### src/rtl/alu_uart_frame_ctrl.sv
// -----------------------------------------------------------------------------
// alu_uart_frame_ctrl
//   Framed command controller sitting between a UART FIFO pair and an ALU.
//   A frame on rx is: DATA_BYTES bytes of operand A (LSB first), DATA_BYTES
//   bytes of operand B (LSB first), then one opcode byte. The operands and
//   opcode are presented to the ALU for one EXEC cycle. The result is latched
//   and returned on tx LSB first, honouring tx back-pressure. A partial frame
//   that stalls for TIMEOUT_CYCLES idle cycles is discarded.
//
//   Optional feature macro: STATUS_BYTE_EN
//     defined   : tx frame = result bytes + one status byte {6'b0, zero, carry}
//     undefined : tx frame = result bytes only
//
// Ports
//   i_clock       system clock
//   i_reset_n     asynchronous active-low reset
//   i_rx_data     rx FIFO head byte (first-word fall-through)
//   i_rx_empty    rx FIFO empty
//   o_rd_uart     rx pop strobe, one cycle per consumed byte
//   o_tx_data     byte to tx FIFO
//   o_wr_uart     tx push strobe
//   i_tx_full     tx FIFO full
//   o_alu_a       operand A to ALU
//   o_alu_b       operand B to ALU
//   o_alu_op      opcode to ALU
//   i_alu_result  ALU combinational result
//   i_alu_carry   ALU carry
//   o_result      last latched result
//   o_carry       carry of last result
//   o_zero        last result == 0
//   o_busy        high unless idle in RX_A with no byte of a frame received
//   o_done        one-cycle pulse after the last tx byte of a frame is pushed
//   o_frame_err   one-cycle pulse when a stalled partial frame is discarded
// -----------------------------------------------------------------------------
module alu_uart_frame_ctrl #(
  parameter int DATA_BYTES     = 2,
  parameter int NB_OP          = 6,
  parameter int TIMEOUT_CYCLES = 1000
) (
  input  logic                      i_clock,
  input  logic                      i_reset_n,
  input  logic [7:0]                i_rx_data,
  input  logic                      i_rx_empty,
  output logic                      o_rd_uart,
  output logic [7:0]                o_tx_data,
  output logic                      o_wr_uart,
  input  logic                      i_tx_full,
  output logic [8*DATA_BYTES-1:0]   o_alu_a,
  output logic [8*DATA_BYTES-1:0]   o_alu_b,
  output logic [NB_OP-1:0]          o_alu_op,
  input  logic [8*DATA_BYTES-1:0]   i_alu_result,
  input  logic                      i_alu_carry,
  output logic [8*DATA_BYTES-1:0]   o_result,
  output logic                      o_carry,
  output logic                      o_zero,
  output logic                      o_busy,
  output logic                      o_done,
  output logic                      o_frame_err
);

  localparam int NB_DATA = 8 * DATA_BYTES;
`ifdef STATUS_BYTE_EN
  localparam int TX_BYTES = DATA_BYTES + 1;
`else
  localparam int TX_BYTES = DATA_BYTES;
`endif
  localparam int NB_TX  = 8 * TX_BYTES;
  localparam int RX_TOP = NB_DATA - 8;
  localparam int IDX_W  = $clog2(TX_BYTES + 1);
  localparam int TO_W   = (TIMEOUT_CYCLES > 0) ? $clog2(TIMEOUT_CYCLES + 1) : 1;

  localparam logic [IDX_W-1:0] RX_LAST = IDX_W'(DATA_BYTES - 1);
  localparam logic [IDX_W-1:0] TX_LAST = IDX_W'(TX_BYTES - 1);
  localparam logic [IDX_W-1:0] IDX_ONE = IDX_W'(1);
  localparam logic [TO_W-1:0]  TO_LAST = TO_W'((TIMEOUT_CYCLES > 0) ? (TIMEOUT_CYCLES - 1) : 0);
  localparam logic [TO_W-1:0]  TO_ONE  = TO_W'(1);

  typedef enum logic [2:0] {
    S_RX_A  = 3'd0,
    S_RX_B  = 3'd1,
    S_RX_OP = 3'd2,
    S_EXEC  = 3'd3,
    S_TX    = 3'd4
  } state_t;

  state_t             r_state;
  logic [IDX_W-1:0]   r_idx;
  logic [TO_W-1:0]    r_to_cnt;
  logic               r_started;
  logic [NB_DATA-1:0] r_a_buf;
  logic [NB_DATA-1:0] r_b_buf;
  logic [NB_DATA-1:0] r_alu_a;
  logic [NB_DATA-1:0] r_alu_b;
  logic [NB_OP-1:0]   r_alu_op;
  logic [NB_DATA-1:0] r_result;
  logic               r_carry;
  logic               r_zero;
  logic [NB_TX-1:0]   r_tx_shift;
  logic               r_done;
  logic               r_frame_err;

  logic w_in_rx;
  logic w_pop;
  logic w_push;
  logic w_timeout;
  logic w_res_zero;

  assign w_in_rx    = (r_state == S_RX_A) || (r_state == S_RX_B) || (r_state == S_RX_OP);
  // The FIFO is first-word fall-through, so the pop strobe must coincide with
  // the cycle the head byte is captured; it is decoded from registered state
  // and gated by reset so every output reads 0 while reset is held.
  assign w_pop      = i_reset_n && w_in_rx && !i_rx_empty;
  assign w_push     = i_reset_n && (r_state == S_TX) && !i_tx_full;
  // Expiry on the TIMEOUT_CYCLES-th idle cycle; a pop in that cycle wins.
  assign w_timeout  = (TIMEOUT_CYCLES > 0) && w_in_rx && r_started && !w_pop &&
                      (r_to_cnt == TO_LAST);
  assign w_res_zero = (i_alu_result == {NB_DATA{1'b0}});

  assign o_rd_uart   = w_pop;
  assign o_wr_uart   = w_push;
  assign o_tx_data   = r_tx_shift[7:0];
  assign o_alu_a     = r_alu_a;
  assign o_alu_b     = r_alu_b;
  assign o_alu_op    = r_alu_op;
  assign o_result    = r_result;
  assign o_carry     = r_carry;
  assign o_zero      = r_zero;
  assign o_busy      = !((r_state == S_RX_A) && (r_idx == {IDX_W{1'b0}}));
  assign o_done      = r_done;
  assign o_frame_err = r_frame_err;

  // Frame FSM: byte collection, EXEC latch, tx serialisation and timeout.
  always_ff @(posedge i_clock or negedge i_reset_n) begin
    if (!i_reset_n) begin
      r_state     <= S_RX_A;
      r_idx       <= {IDX_W{1'b0}};
      r_to_cnt    <= {TO_W{1'b0}};
      r_started   <= 1'b0;
      r_a_buf     <= {NB_DATA{1'b0}};
      r_b_buf     <= {NB_DATA{1'b0}};
      r_alu_a     <= {NB_DATA{1'b0}};
      r_alu_b     <= {NB_DATA{1'b0}};
      r_alu_op    <= {NB_OP{1'b0}};
      r_result    <= {NB_DATA{1'b0}};
      r_carry     <= 1'b0;
      r_zero      <= 1'b0;
      r_tx_shift  <= {NB_TX{1'b0}};
      r_done      <= 1'b0;
      r_frame_err <= 1'b0;
    end else begin
      r_done      <= 1'b0;
      r_frame_err <= 1'b0;

      // Idle counter only runs while a partially received frame is pending.
      if (w_pop || w_timeout) begin
        r_to_cnt <= {TO_W{1'b0}};
      end else if (w_in_rx && r_started && (TIMEOUT_CYCLES > 0)) begin
        r_to_cnt <= r_to_cnt + TO_ONE;
      end else begin
        r_to_cnt <= {TO_W{1'b0}};
      end

      if (w_timeout) begin
        // Partial operands are dropped; ALU-facing and result regs keep
        // their previous values.
        r_state     <= S_RX_A;
        r_idx       <= {IDX_W{1'b0}};
        r_started   <= 1'b0;
        r_frame_err <= 1'b1;
      end else begin
        case (r_state)
          S_RX_A: begin
            if (w_pop) begin
              // Little-endian: bytes enter at the top and shift down, so the
              // first byte ends in the LSB after DATA_BYTES pops.
              r_a_buf   <= (r_a_buf >> 8) | (NB_DATA'(i_rx_data) << RX_TOP);
              r_started <= 1'b1;
              if (r_idx == RX_LAST) begin
                r_idx   <= {IDX_W{1'b0}};
                r_state <= S_RX_B;
              end else begin
                r_idx   <= r_idx + IDX_ONE;
              end
            end
          end
          S_RX_B: begin
            if (w_pop) begin
              r_b_buf   <= (r_b_buf >> 8) | (NB_DATA'(i_rx_data) << RX_TOP);
              r_started <= 1'b1;
              if (r_idx == RX_LAST) begin
                r_idx   <= {IDX_W{1'b0}};
                r_state <= S_RX_OP;
              end else begin
                r_idx   <= r_idx + IDX_ONE;
              end
            end
          end
          S_RX_OP: begin
            if (w_pop) begin
              // Operands reach the ALU only once the frame is complete.
              r_alu_a   <= r_a_buf;
              r_alu_b   <= r_b_buf;
              r_alu_op  <= i_rx_data[NB_OP-1:0];
              r_started <= 1'b0;
              r_idx     <= {IDX_W{1'b0}};
              r_state   <= S_EXEC;
            end
          end
          S_EXEC: begin
            r_result <= i_alu_result;
            r_carry  <= i_alu_carry;
            r_zero   <= w_res_zero;
`ifdef STATUS_BYTE_EN
            r_tx_shift <= {6'b000000, w_res_zero, i_alu_carry, i_alu_result};
`else
            r_tx_shift <= i_alu_result;
`endif
            r_idx    <= {IDX_W{1'b0}};
            r_state  <= S_TX;
          end
          S_TX: begin
            if (w_push) begin
              r_tx_shift <= r_tx_shift >> 8;
              if (r_idx == TX_LAST) begin
                r_idx   <= {IDX_W{1'b0}};
                r_done  <= 1'b1;
                r_state <= S_RX_A;
              end else begin
                r_idx   <= r_idx + IDX_ONE;
              end
            end
          end
          default: begin
            r_state   <= S_RX_A;
            r_idx     <= {IDX_W{1'b0}};
            r_started <= 1'b0;
          end
        endcase
      end
    end
  end

endmodule

### config.mk
export PLATFORM = sky130hd
export DESIGN_NAME = alu_uart_frame_ctrl
export DESIGN_NICKNAME = d
export VERILOG_FILES = /design/src/rtl/alu_uart_frame_ctrl.sv
export SDC_FILE = /design/constraint.sdc
export NUM_CORES = 1
export LEC_CHECK = 0
export ABC_AREA = 1
export BUFFER_PORTS_ARGS = -buffer_cell sky130_fd_sc_hd__buf_2
export CAP_MARGIN = 20
export CORE_ASPECT_RATIO = 1.1
export CORE_UTILIZATION = 59
export DETAILED_ROUTE_END_ITERATION = 10
export HOLD_SLACK_MARGIN = 0.03
export PLACE_DENSITY_LB_ADDON = 0.05
export SLEW_MARGIN = 20
export SYNTH_ARGS = -nofsm -noshare
export SYNTH_HDL_FRONTEND = slang
export SYNTH_SLANG_ARGS = --single-unit
### constraint.sdc
create_clock -name i_clock -period 2.54 [get_ports i_clock]
set_input_delay 0.381 -clock i_clock [delete_from_list [all_inputs] [get_ports i_clock]]
set_output_delay 0.381 -clock i_clock [all_outputs]
set_load 0.005 [all_outputs]
* Yosys cells after proc, flatten, opt, wreduce, memory -nomap -nowiden
Cells that the tools add are included.
Word-level totals: input bits 29, bits in registers 122, output and inout bits 69
Operators by class: reductions and logical operators 29, $add $sub $neg 2, muxes and demuxes 28, bitwise operators 3, equality and inequality tests 16
Operators with widths (count):
- 8-bit by 16-bit OR with 16-bit output | 2
- 16-bit one-hot mux with 2 select lines | 1
- 3-bit 2-to-1 mux | 8
- 10-bit 2-to-1 mux | 2
- 3-bit AND reduction | 6
- 16-bit zero test | 1
- 16-bit 2-to-1 mux | 1
- 3-bit one-hot mux with 5 select lines | 1
- 3-bit != test, second input constant | 4
- 10-bit by 1-bit adder with 10-bit output, second input constant | 1
- 10-bit == test, second input constant | 1
- 2-bit 2-to-1 mux | 5
- 3-bit by 2-bit != test with 1-bit output, second input constant | 3
- 1-bit logical AND | 8
- 1-bit 2-to-1 mux | 8
- 7-bit AND reduction | 1
- 3-bit by 2-bit == test with 1-bit output, second input constant | 2
- 2-bit one-hot mux with 3 select lines | 1
- 1-bit zero test | 4
- 2-bit OR reduction | 2
- 3-bit by 1-bit == test with 1-bit output, second input constant | 1
- 3-bit == test, second input constant | 1
- 3-bit zero test | 1
- 1-bit logical OR | 3
- other kinds (10) | 10

* Longest topological paths before layout
word-level depth 10, gate-level depth with buffers 10

* Worst setup path before layout
OpenSTA, ideal clock, no wires.
path type flip-flop to output port, start register r_state[0], end output o_wr_uart, required time 2.159 ns, stages on the path, launching flop included 7, slack 0.995 ns, arrival 1.164 ns, path through dfrtp_1 inv_1 nand2_2 nor2_8 inv_2 clkbuf_1 nor3_1
Between the ends: cells in the longest elaborated chain, start to end 3
Ends and longest elaborated chain:
- start: declaration | RTL line 86 | state_t r_state;
- start signal: assignment | RTL line 135 | r_state <= S_RX_A;
- start signal: assignment | RTL line 166 | r_state <= S_RX_A;
- start signal: assignment | RTL line 180 | r_state <= S_RX_B;
- 3-bit == test | RTL line 113 | assign w_push = i_reset_n && (r_state == S_TX) && !i_tx_full;
- 1-bit logical AND (2 in series) | RTL line 113
- end: declaration | RTL line 46 | output logic o_wr_uart,
Every way passes these cells.

* Worst setup path after layout
start input i_reset_n, end output o_wr_uart
Between the ends: cells in the longest elaborated chain, start to end 2
Ends and longest elaborated chain:
- start: declaration | RTL line 41 | input logic i_reset_n,
- 1-bit logical AND (2 in series) | RTL line 113
Every way passes these cells.

==> impl_metrics.tcl <==
set metrics [dict create \
    fmax_mhz 435 \
    slew_viol_final 0 \
    power_w 0.00739 \
    nNetsFinal 655 \
    yosysUniqueCellTypes 29 \
    grt_max_degree 81 \
    h-tree-depth 4 \
    cts_tree "built" \
    place_ws_ns 0.508 \
    fill_cells 605 \
    drt-vias-per-instance 5.18 \
    grt_pass1_vias 3902 \
    dr.first_iter.drc_count 182 \
    reg2reg_from "r_state[2]" \
    setup_ws_ns 0.241 \
    synth_nets 559 \
    place_congestion 0.862 \
    cp-start-kind "input port" \
    cts_buffers 17 \
    end_kind "primary output" \
    antenna_found_initial 0 \
    avgSynthCellArea_sq_um 9.45 \
    drc 0 \
    yosysSeqAreaShare 0.610 \
    clk_pin_slew_ns 0.06 \
    hold_class "input port to flop" \
    max-cap-violations 0 \
    areaGrowthSynthToFinish_pct 23.0 \
    critPathKind "input port to primary output" \
    synth_warnings 0 \
    design_area_sq_mm 0.00615 \
    vias 3867 \
    design.portCount 98 \
    clk_latency_ns 0.51 \
    start_util 0.619 \
    hold_viol_final 0 \
    die_y_um 98.6 \
    final_cell_mix "nand2_1, dfrtp_1, buf_2" \
    clock_sinks 122 \
    syn_area_sq_mm 0.00500 \
    slew_headroom 0.369 \
    multi_input_area_sq_mm 0.00159 \
    die_w_um 89.8 \
    reg2reg_setup_slack_ns 0.59 \
    ctsRootBufferMaster "clkbuf_8" \
    hold_end "o_carry" \
    power_density_mw_per_mm2 1200 \
    status "completed" \
    critPathMaxFanout 44 \
    rsz0062_at_grt "no" \
    layout_commonest_cell "nand2_1" \
    layout-drive-gt1-share 0.266 \
    placementRows 34 \
    setup_viol 0 \
    total_leakage_power_nw 3.29 \
    fin_crit_sh 0.905 \
    min_from "i_alu_carry" \
    finish.utilization 0.761 \
    worstPathRequired_ns 2.16 \
    skew_ns 0.00904 \
    antenna_cells 0 \
    die_area_sq_mm 0.00885 \
    critPathArrivalTime_ns 1.92 \
    firstDrtPassIters 4 \
    wl_per_cell_um 13.9 \
    holdPathStages 3 \
    core_area_sq_mm 0.00808 \
    period_needed_ns 2.30 \
    cts_buffer_depth 2 \
    fin_tns_setup_ns 0 \
    grt_pass1_wl_mm 18.1 \
    grt_util_all_layers 0.261 \
    worst_pin_slew_ns 0.946 \
    r2r_cells 5 \
    placed_area_sq_mm 0.00553 \
    dp_hpwl_mm 6.85 \
    synth_seq_cells 122 \
    overflow 0 \
    ff_latch_area_sq_mm 0.00305 \
    wl_mm 10.4 \
    syn-instance-count 529 \
    postCtsSetupBuffers 0 \
    postRouteAntennaNets 0 \
    peakVddDrop_v 0.000726 \
    r2r-end "r_a_buf[10]" \
    numPortBuffers 97 \
]
==> worst max-delay path by stage <==
| stage | from | to | slack, ns | cells after the start |
|---|---|---|---|---|
| floorplan | r_state[0] | o_wr_uart | 0.99 | 6 |
| global placement | i_reset_n | r_tx_shift[6] | 0.59 | 8 |
| detailed placement | i_reset_n | r_tx_shift[5] | 0.51 | 8 |
| CTS | i_reset_n | o_wr_uart | 0.08 | 6 |
| global route | i_reset_n | o_wr_uart | 0.10 | 6 |
| finish | i_reset_n | o_wr_uart | 0.24 | 6 |
==> flip-flops by register name, indices dropped and copies added, names as in the netlist, 6 cells and up <==
name        cells
o_alu_a        16
o_alu_b        16
o_result       16
r_a_buf        16
r_b_buf        16
r_tx_shift     16
r_to_cnt       10
o_alu_op        6
==> cell usage after synthesis <==
cell,n,area [sq um]
nand2_1,147,552
ha_1,1,12.5
o21ai_0,73,365
nor3_1,6,30.0
nor3_2,2,20.0
inv_1,53,199
a31oi_1,8,50.1
nor2_2,3,18.8
inv_4,1,6.26
nand4_1,4,25.0
nor2_8,1,20.0
nand2_2,5,31.3
nor2_4,1,11.3
nor2_1,31,116
nand2_4,2,22.5
clkbuf_1,14,52.6
xor2_1,1,8.76
mux2_2,16,180
o21ai_2,1,8.76
buf_4,8,60.1
buf_6,1,11.3
buf_2,2,10.0
a21oi_1,3,15.0
nand3_2,1,10.0
inv_2,5,18.8
nand3_1,13,65.1
nor4_1,3,18.8
dfrtp_1,122,3050
xnor2_1,1,8.76
==> routing by layer <==
layer / track usage / up-vias / wire, um
met5: 0 / - / 0
met4: 0.107 / 0 / 108
met3: 0.0494 / 8 / 434
met2: 0.425 / 101 / 5090
met1: 0.347 / 1882 / 4730
li1: - / 1876 / -
==> report_power, final <==
group	total (W)	internal, W	switching [W]	leakage, nW
Clock	0.00244	0.00152	0.000917	0.291
Combinational	0.00183	0.000792	0.00104	1.43
Sequential	0.00313	0.00270	0.000429	1.57
==> metrics by stage <==
step                cells  hold slack (ns)
floorplan             529           0.0854
CTS                   746           0.0621
finish                746           0.0874
global route          746           0.0824
detailed placement    713            0.458
global placement      713            0.454
==> logic make-up after synthesis <==
kind of cell,synth area share
multiplexers,0.0360
buffers and inverters,0.0716
flip-flops,0.610
adder cells (fa/ha/maj),0.00250
AO/OA/AOI/OAI,0.0878
AND/OR/NAND/NOR,0.188
XOR/XNOR,0.00350
==> area by class of cell <==
type / count / area share
repair buffers: 102 / 0.0885
multi-input cells: 323 / 0.259
clock inverters: 14 / 0.0301
flip-flops and latches: 122 / 0.496
clock buffers: 18 / 0.0680
well taps: 108 / 0.0220
inverters: 59 / 0.0364
==> critical path: stages <==
cell	delay (ns)
dlygate4sd3_1	0.53
buf_4	0.11
buf_6	0.33
inv_1	0.14
nor3_1	0.25
buf_2	0.16
==> repair_timing <==
item	in CTS	in global routing
hold buffers	1	0
endpoints found under the hold margin	42	0
endpoints found under the setup margin	0	1
gates resized for setup	0	1
No activity file was read; power rests on OpenSTA's default activity.
